File: config.mk
export PLATFORM = sky130hd
export DESIGN_NAME = fmad_sched
export DESIGN_NICKNAME = d
export VERILOG_FILES = /design/src/rtl/fmad_sched.sv
export SDC_FILE = /design/constraint.sdc
export NUM_CORES = 1
export LEC_CHECK = 0
export ABC_AREA = 1
export BUFFER_PORTS_ARGS = -buffer_cell sky130_fd_sc_hd__buf_2
export CAP_MARGIN = 10
export CORE_AREA = 2 2 224 226
export CTS_CLUSTER_DIAMETER = 200
export DETAILED_ROUTE_END_ITERATION = 6
export DIE_AREA = 0 0 226 228
export PLACE_DENSITY = 0.53
export SLEW_MARGIN = 0
export SYNTH_ARGS = -nofsm -noshare
export SYNTH_HDL_FRONTEND = slang
export SYNTH_SLANG_ARGS = --single-unit
export TNS_END_PERCENT = 100
File: constraint.sdc
create_clock -name clk -period 4.4 [get_ports clk]
set_clock_uncertainty 0.2 [all_clocks]
set_input_delay 0.88 -clock clk [delete_from_list [all_inputs] [get_ports clk]]
set_output_delay 0.88 -clock clk [all_outputs]
set_load 0.005 [all_outputs]
File: src/rtl/fmad_sched.sv
// Round-robin scheduler sharing one pipelined single-precision fmad between
// NREQ requesters. One issue per cycle, 4-cycle issue-to-response latency,
// per-requester outstanding limit and a global issue hold.
module fmad_sched #(
  parameter int unsigned NREQ   = 4,
  parameter int unsigned MAXOUT = 4,
  parameter int unsigned TW     = 3
) (
  input  logic                 clk,
  input  logic                 reset,
  input  logic [NREQ-1:0]      req_valid,
  output logic [NREQ-1:0]      req_ready,
  input  logic [32*NREQ-1:0]   req_x,
  input  logic [32*NREQ-1:0]   req_y,
  input  logic [32*NREQ-1:0]   req_z,
  input  logic                 hold,
  output logic                 fmad_req,
  output logic [31:0]          fmad_x,
  output logic [31:0]          fmad_y,
  output logic [31:0]          fmad_z,
  input  logic [31:0]          fmad_rslt,
  input  logic [4:0]           fmad_flag,
  output logic [NREQ-1:0]      resp_valid,
  output logic [31:0]          resp_rslt,
  output logic [4:0]           resp_flag,
  output logic                 busy
);

  localparam int unsigned CW   = $clog2(MAXOUT + 1);
  localparam int unsigned NSTG = 4;

  logic [TW-1:0]   ptr_q, ptr_d;
  logic [CW-1:0]   cnt_q [NREQ];
  logic [CW-1:0]   cnt_d [NREQ];
  logic [NSTG-1:0] tvld_q;
  logic [TW-1:0]   ttag_q [NSTG];
  logic [31:0]     x_q, y_q, z_q;

  logic [NREQ-1:0] elig;
  logic [NREQ-1:0] grant;
  logic            gnt_any;
  logic [TW-1:0]   gidx;

  // Response strobe decoded from the last tag stage; payload passes straight through.
  always_comb begin
    resp_valid = '0;
    for (int unsigned i = 0; i < NREQ; i++) begin
      if (tvld_q[NSTG-1] && (ttag_q[NSTG-1] == TW'(i))) resp_valid[i] = 1'b1;
    end
  end

  assign resp_rslt = fmad_rslt;
  assign resp_flag = fmad_flag;
  assign busy      = |tvld_q;

  // Eligibility: a retiring response frees its slot in the same cycle, so the
  // limit is checked against the count net of this cycle's decrement.
  always_comb begin
    logic [CW-1:0] cnt_eff;
    cnt_eff = '0;
    elig    = '0;
    for (int unsigned i = 0; i < NREQ; i++) begin
      cnt_eff = cnt_q[i] - CW'(resp_valid[i]);
      elig[i] = req_valid[i] & ~hold & reset & (cnt_eff < CW'(MAXOUT));
    end
  end

  // Round-robin pick: first eligible index at or after ptr, wrapping.
  always_comb begin
    logic [TW:0] idx;
    idx     = '0;
    grant   = '0;
    gnt_any = 1'b0;
    gidx    = '0;
    for (int unsigned off = 0; off < NREQ; off++) begin
      idx = {1'b0, ptr_q} + (TW+1)'(off);
      if (idx >= (TW+1)'(NREQ)) idx = idx - (TW+1)'(NREQ);
      for (int unsigned i = 0; i < NREQ; i++) begin
        if (!gnt_any && (idx == (TW+1)'(i)) && elig[i]) begin
          gnt_any  = 1'b1;
          gidx     = TW'(i);
          grant[i] = 1'b1;
        end
      end
    end
  end

  assign req_ready = grant;
  assign fmad_req  = gnt_any;

  // Next pointer and outstanding-count updates.
  always_comb begin
    ptr_d = ptr_q;
    if (gnt_any) ptr_d = (gidx == TW'(NREQ - 1)) ? '0 : gidx + TW'(1);
    for (int unsigned i = 0; i < NREQ; i++) begin
      cnt_d[i] = cnt_q[i] + CW'(grant[i]) - CW'(resp_valid[i]);
    end
  end

  // State: pointer, counters, tag pipe and operand registers.
  always_ff @(posedge clk or negedge reset) begin
    if (!reset) begin
      ptr_q  <= '0;
      tvld_q <= '0;
      x_q    <= '0;
      y_q    <= '0;
      z_q    <= '0;
      for (int unsigned i = 0; i < NREQ; i++) cnt_q[i] <= '0;
      for (int unsigned s = 0; s < NSTG; s++) ttag_q[s] <= '0;
    end else begin
      ptr_q  <= ptr_d;
      tvld_q <= {tvld_q[NSTG-2:0], gnt_any};
      ttag_q[0] <= gidx;
      for (int unsigned s = 1; s < NSTG; s++) ttag_q[s] <= ttag_q[s-1];
      for (int unsigned i = 0; i < NREQ; i++) cnt_q[i] <= cnt_d[i];
      if (gnt_any) begin
        x_q <= req_x[32*gidx +: 32];
        y_q <= req_y[32*gidx +: 32];
        z_q <= req_z[32*gidx +: 32];
      end
    end
  end

  assign fmad_x = x_q;
  assign fmad_y = y_q;
  assign fmad_z = z_q;

endmodule

# Yosys cells after proc, flatten, opt, wreduce, memory -nomap -nowiden
# Cells that the tools add are included.
# totals
reg_bits,127
latch_bits,0
ram_bits,0
romBits,0
in_bits,428
out_inout_bits,143
wordCells,184
n_memories,0
# classes
addsub,20
multipliers,0
n_div,0
n_lt_le_gt_ge,8
eq_ne,16
shifts,3
muxes,55
bitwise_logic,13
n_reduce_logical,56
# ops
operator,count
128-bit by 9-bit variable part select with 32-bit output,3
3-bit two-way mux,15
1-bit two-way mux,36
1-bit logical AND,35
"4-bit by 2-bit equality test with 1-bit output, second input constant",8
3-bit by 1-bit subtractor with 3-bit output,8
"4-bit by 1-bit equality test with 1-bit output, second input constant",4
4-bit zero test,4
4-bit two-way mux,4
1-bit zero test,15
3-bit by 1-bit adder with 3-bit output,4
1-bit bitwise AND,12
"4-bit by 3-bit greater-or-equal comparator with 1-bit output, second input constant",3
"3-bit less-than comparator, second input constant",4
"4-bit by 3-bit subtractor with 4-bit output, second input constant",3
"3-bit by 2-bit equality test with 1-bit output, second input constant",3
"3-bit by 2-bit adder with 4-bit output, second input constant",2
"3-bit by 1-bit adder with 4-bit output, second input constant",1
4-bit OR reduction,1
"3-bit by 3-bit subtractor with 4-bit output, second input constant",1
"3-bit by 1-bit adder with 3-bit output, second input constant",1
"3-bit by 1-bit equality test with 1-bit output, second input constant",1
"3-bit greater-or-equal comparator, second input constant",1
3-bit zero test,1
1-bit NOT,1

# Depth between registers and ports, before layout
# logic_depth
depth_word,70
mapped_depth,25
depth_no_buf,23

# Least setup slack after synthesis
# Ideal clock, no wire load.
# synth_path
kind,reg2reg
from,reg ttag_q[1] (netlist name)
to,reg cnt_q[8] (netlist name)
setup_time_ps,129
arrival_time_ps,3489
required_time_ps,4071
setup_slack_ps,582
stages_incl_launch_ff,25
path_buffers,2
synth_period_minus_slack_ps,3818
cell_sequence,dfrtp_1 nor3_1 ha_1 ha_1 inv_1 nand2_1 nand2_1 nand3_1 nand3_1 nor2_1 nand4_1 nor2_1 nand4_1 nor2_2 nand3_1 nand2_1 inv_2 buf_2 buf_2 nor2_1 ha_1 inv_1 fa_1 xnor2_1 xor2_1
# synth_lines
item,line,rtl
from (decl),36,logic [TW-1:0] ttag_q [NSTG];
to (decl),33,logic [CW-1:0] cnt_q [NREQ];

# Worst setup path in the final report
# layout_path
from,reg ttag_q[0] (netlist name)
to,out req_ready[1]
# layout_via
elab_chain_cells,60
word_cells_on_any_way,81
classes_between,add/sub: 4; order compare: 4; eq/ne: 3; mux: 21; bitwise: 4; reduce/logical: 45
# layout_rtl
item,line,rtl
3-bit zero test,48,if (tvld_q[NSTG-1] && (ttag_q[NSTG-1] == TW'(i))) resp_valid[i] = 1'b1;
1-bit logical AND,48,
1-bit two-way mux,48,
3-bit by 1-bit subtractor with 3-bit output,63,cnt_eff = cnt_q[i] - CW'(resp_valid[i]);
3-bit less-than comparator,64,elig[i] = req_valid[i] & ~hold & reset & (cnt_eff < CW'(MAXOUT));
1-bit bitwise AND,64,
1-bit logical AND,79,if (!gnt_any && (idx == (TW+1)'(i)) && elig[i]) begin
1-bit two-way mux,79,
[... 41 more ...],--,
1-bit logical AND (2 in series),79,
1-bit two-way mux,79,
1-bit zero test,79,
1-bit logical AND (2 in series),79,
1-bit two-way mux,79,
1-bit zero test,79,
1-bit logical AND (2 in series),79,
1-bit two-way mux (*),79,
to (decl),12,"output logic [NREQ-1:0] req_ready,"
# Mark *: on every way between the ends. The rest lies on a longest branch, timed or not.

==> metrics.txt <==
crit-path max cell delay 0.44 ns; DRC violations left 0; initial antenna violation count 3; VDD IR max 272 uV; post-synth top area share 29.4%; initial core utilization a little over a fifth; crit path kind reg -> out; Post-Place Cells 2821; P_leak 9.26 nW; HP Class reg -> reg; Max-slew headroom 46.0%; Clk Tree Root Cell clkbuf_16; Worst-Skew Late Latency approximately 0.46 ns; die height 228 um; final hold slack roughly 0.14 ns; end point of the critical path req_ready[1]; dpl hpwl ~29000 um; final setup vio count 0; register area share after synthesis 29.4%; R2R Path End fmad_z[9]; pwr dens between 200 and 250 nW/um2; Routed WL per cell roughly 14 um; cell-internal power 0.00216 W; CTS buffer count 17; clk buf depth 2; Post-Layout Cell Count about 2900; Worst-path clk slew around 0.060 ns; Post-synth top cells nand2_1 (607), inv_1 (433), nand3_1 (393); sequential power share 37.9%; Critical Path Source ttag_q[0]; element type at the critical path start register; layout cells sized above 1 27.4%; synth top area cells dfrtp_1 (29%), nand2_1 (22%), nand3_1 (19%); Avg Synthesized Cell Area ~5.8 um2; number of synthesized register bits 122; cts hold-fix bufs 0; final slew viol count 0; status finished, final reports clean; Post-Synth Simple-Gate Area between 40% and 50%; min Tclk post-route between 4 and 5 ns; DR vias/cell 4.25; switching power 0.000794 W; area delta synth->final 34.8%; largest family of logic cells by synthesized area simple AND/OR/NAND/NOR gates; Fillers 5624; Tot Pwr 0.00296 W; final period utilization 99.7%; number of synthesized flops with an enable pin 0; multi-input logic area about 5100 um2; Worst EP required 3.32 ns; Pre-Repair DR Iteration Count 7; R2R Setup Slk 0.36 ns; Compound-Gate Fraction of Synth Area 0.229%; FF-to-FF Start ttag_q[0]; crit path DAT ~3.3 ns; max_cap viols 0; Post-DRT Antenna Nets 0; Mapped Cells 1782; Post-Synth Adder-Cell Area 2.34%; FFs w/ async S/R, synth 100%; via count between 10000 and 15000; xor/xnor share of the synthesized area less than 1%; R2R depth 22; Primary FF master, synth dfrtp_1; row count slightly above 80; first-pass GRT wire length 62700 um; post-synthesis mux area share 0%; Core Footprint 49300 um2; clock network fraction of total power 49.0%; Worst Path Max Fanout 5; most numerous cell in the Yosys netlist nand2_1; Total Routing Usage GR 15.5%; Combinational Power Share a little over an eighth; yosys warns 0; Die X-Extent between 200 and 250 um; Mapped Area between 10000 and 15000 um2; critical path's most frequent cell nand4_1; Final Hold Fails 0; gr ovfl total 0; critical-path cell list inv_4 -> nor3_4 -> ha_2 -> ha_4 -> inv_1 -> nand2_1 -> nand2_1 -> nand3_2 -> nand4_1 -> nor2_2 -> nand4_1 -> nor2_2 -> nand4_1 -> nor2_4 -> nand4_4 -> nand3_4 -> nor2_4 -> buf_2; Max H-tree Level 4; IO Pins 571; number of global-route vias before repair 11700; final WL 40400 um; synth unique cells 28; sw frac roughly 27%; slowest CP cell dfrtp_2; CP Capture Type output port; Synthesized Nets 2227; TritonCTS clock tree built; clock tree sinks 122; post-layout util 28.3%; sequential cell area 3060 um2; RePlAce Congestion 0.902; RSZ-0062 raised after global routing true; fin nets 2625; Worst Max-Slew Pin Slew 0.811 ns; largest net degree at the start of global routing 123; Fmax roughly 0.23 GHz; die footprint 51500 um2; leading area contributor after synthesis dfrtp_1; Port Buf Inserts between 400 and 500; Detailed Route Iter0 Violations 865
[state kept, by name (all words and copies together) (netlist names)]
signal / cells
ttag_q: 8
tvld_q: 4
fmad_x: 32
cnt_q: 12
fmad_y: 32
fmad_z: 32
ptr_q: 2
[power by group through the flow]
stage | Combinational [W] | Sequential (W) | Clock (W)
after floorplan | 0.000182 | 0.00114 | 0
after global placement | 0.000390 | 0.00114 | 0
after detailed placement | 0.000392 | 0.00114 | 0
after CTS | 0.000395 | 0.00112 | 0.00152
after global routing | 0.000442 | 0.00112 | 0.00156
final | 0.000388 | 0.00112 | 0.00145
[critical path, delay by kind of cell (launching register included)]
family | cells | cell delay, ns
adders and majority gates | 2 | 0.36
buffers and inverters | 3 | 0.21
DFF | 1 | 0.44
and+or+nand+nor | 13 | 1.81
[stage by stage]
step	TNS (ns)	worst slack [ns]	cell area, um2
after floorplan	0	0.582	10400
after global placement	0	0.299	13100
after detailed placement	0	0.320	13100
after CTS	0	0.00498	13800
after global routing	-0.663	-0.215	14000
final	0	0.0133	14000
[what timing repair did]
| action | CTS | global route |
|---|---|---|
| setup buffers | 2 | 10 |
| pin swaps | 3 | 22 |
| resized for setup | 13 | 33 |
| endpoints found under the setup margin | 2 | 5 |
[how the worst min path moves through the flow]
stage                     cells past startpoint  startpoint  slack (ns)   endpoint
after CTS                                     0   ttag_q[6]        0.14  ttag_q[3]
final                                         0   ttag_q[6]        0.14  ttag_q[3]
after global routing                          0   ttag_q[6]        0.15  ttag_q[3]
after global placement                        0   ttag_q[6]        0.13  ttag_q[3]
after detailed placement                      0   ttag_q[9]        0.13  ttag_q[6]
after floorplan                               0   ttag_q[3]        0.13  ttag_q[0]
[cell usage in the layout, fill, tap and decap left out, drive strengths merged]
cell type / Yosys / final
o2111ai: 1 / 1
o21ai: 3 / 3
conb: 1 / 1
buf: 112 / 519
nand4: 8 / 8
nor3: 7 / 7
and2: 1 / 1
nand3: 395 / 395
inv: 439 / 445
clkinvlp: 0 / 3
clkbuf: 28 / 17
nand2: 608 / 608
bufinv: 0 / 2
xnor2: 4 / 4
xor2: 4 / 4
ha: 13 / 13
fa: 4 / 4
clkinv: 0 / 4
or4: 1 / 1
nor2: 31 / 31
diode: 0 / 2
dfrtp: 122 / 122
[layer usage]
| layer | GRT usage, % | vias up | routed length, um |
|---|---|---|---|
| li1 | - | 6035 | - |
| met1 | 19.1 | 5664 | 17500 |
| met2 | 26.0 | 408 | 19500 |
| met3 | 3.07 | 82 | 2140 |
| met4 | 7.04 | 2 | 1230 |
| met5 | 0 | - | 13 |
[cell type report]
cell class	count	share of cell area, %
Clock inverter	15	1.15
Antenna cell	2	0.0358
Inverter	439	11.9
Clock buffer	17	3.04
Multi-Input combinational cell	1081	36.2
Sequential cell	122	21.9
Timing Repair Buffer	519	19.8
Tap cell	672	6.02
[cell families after synthesis]
kind of cell / after synthesis
AOI/OAI and AO/OA: 4
xor gates and xnor gates: 8
adders and majority gates: 17
buffers and inverters: 579
DFF: 122
other: 1
and+or+nand+nor: 1051
No activity file was read; power rests on OpenSTA's default activity.
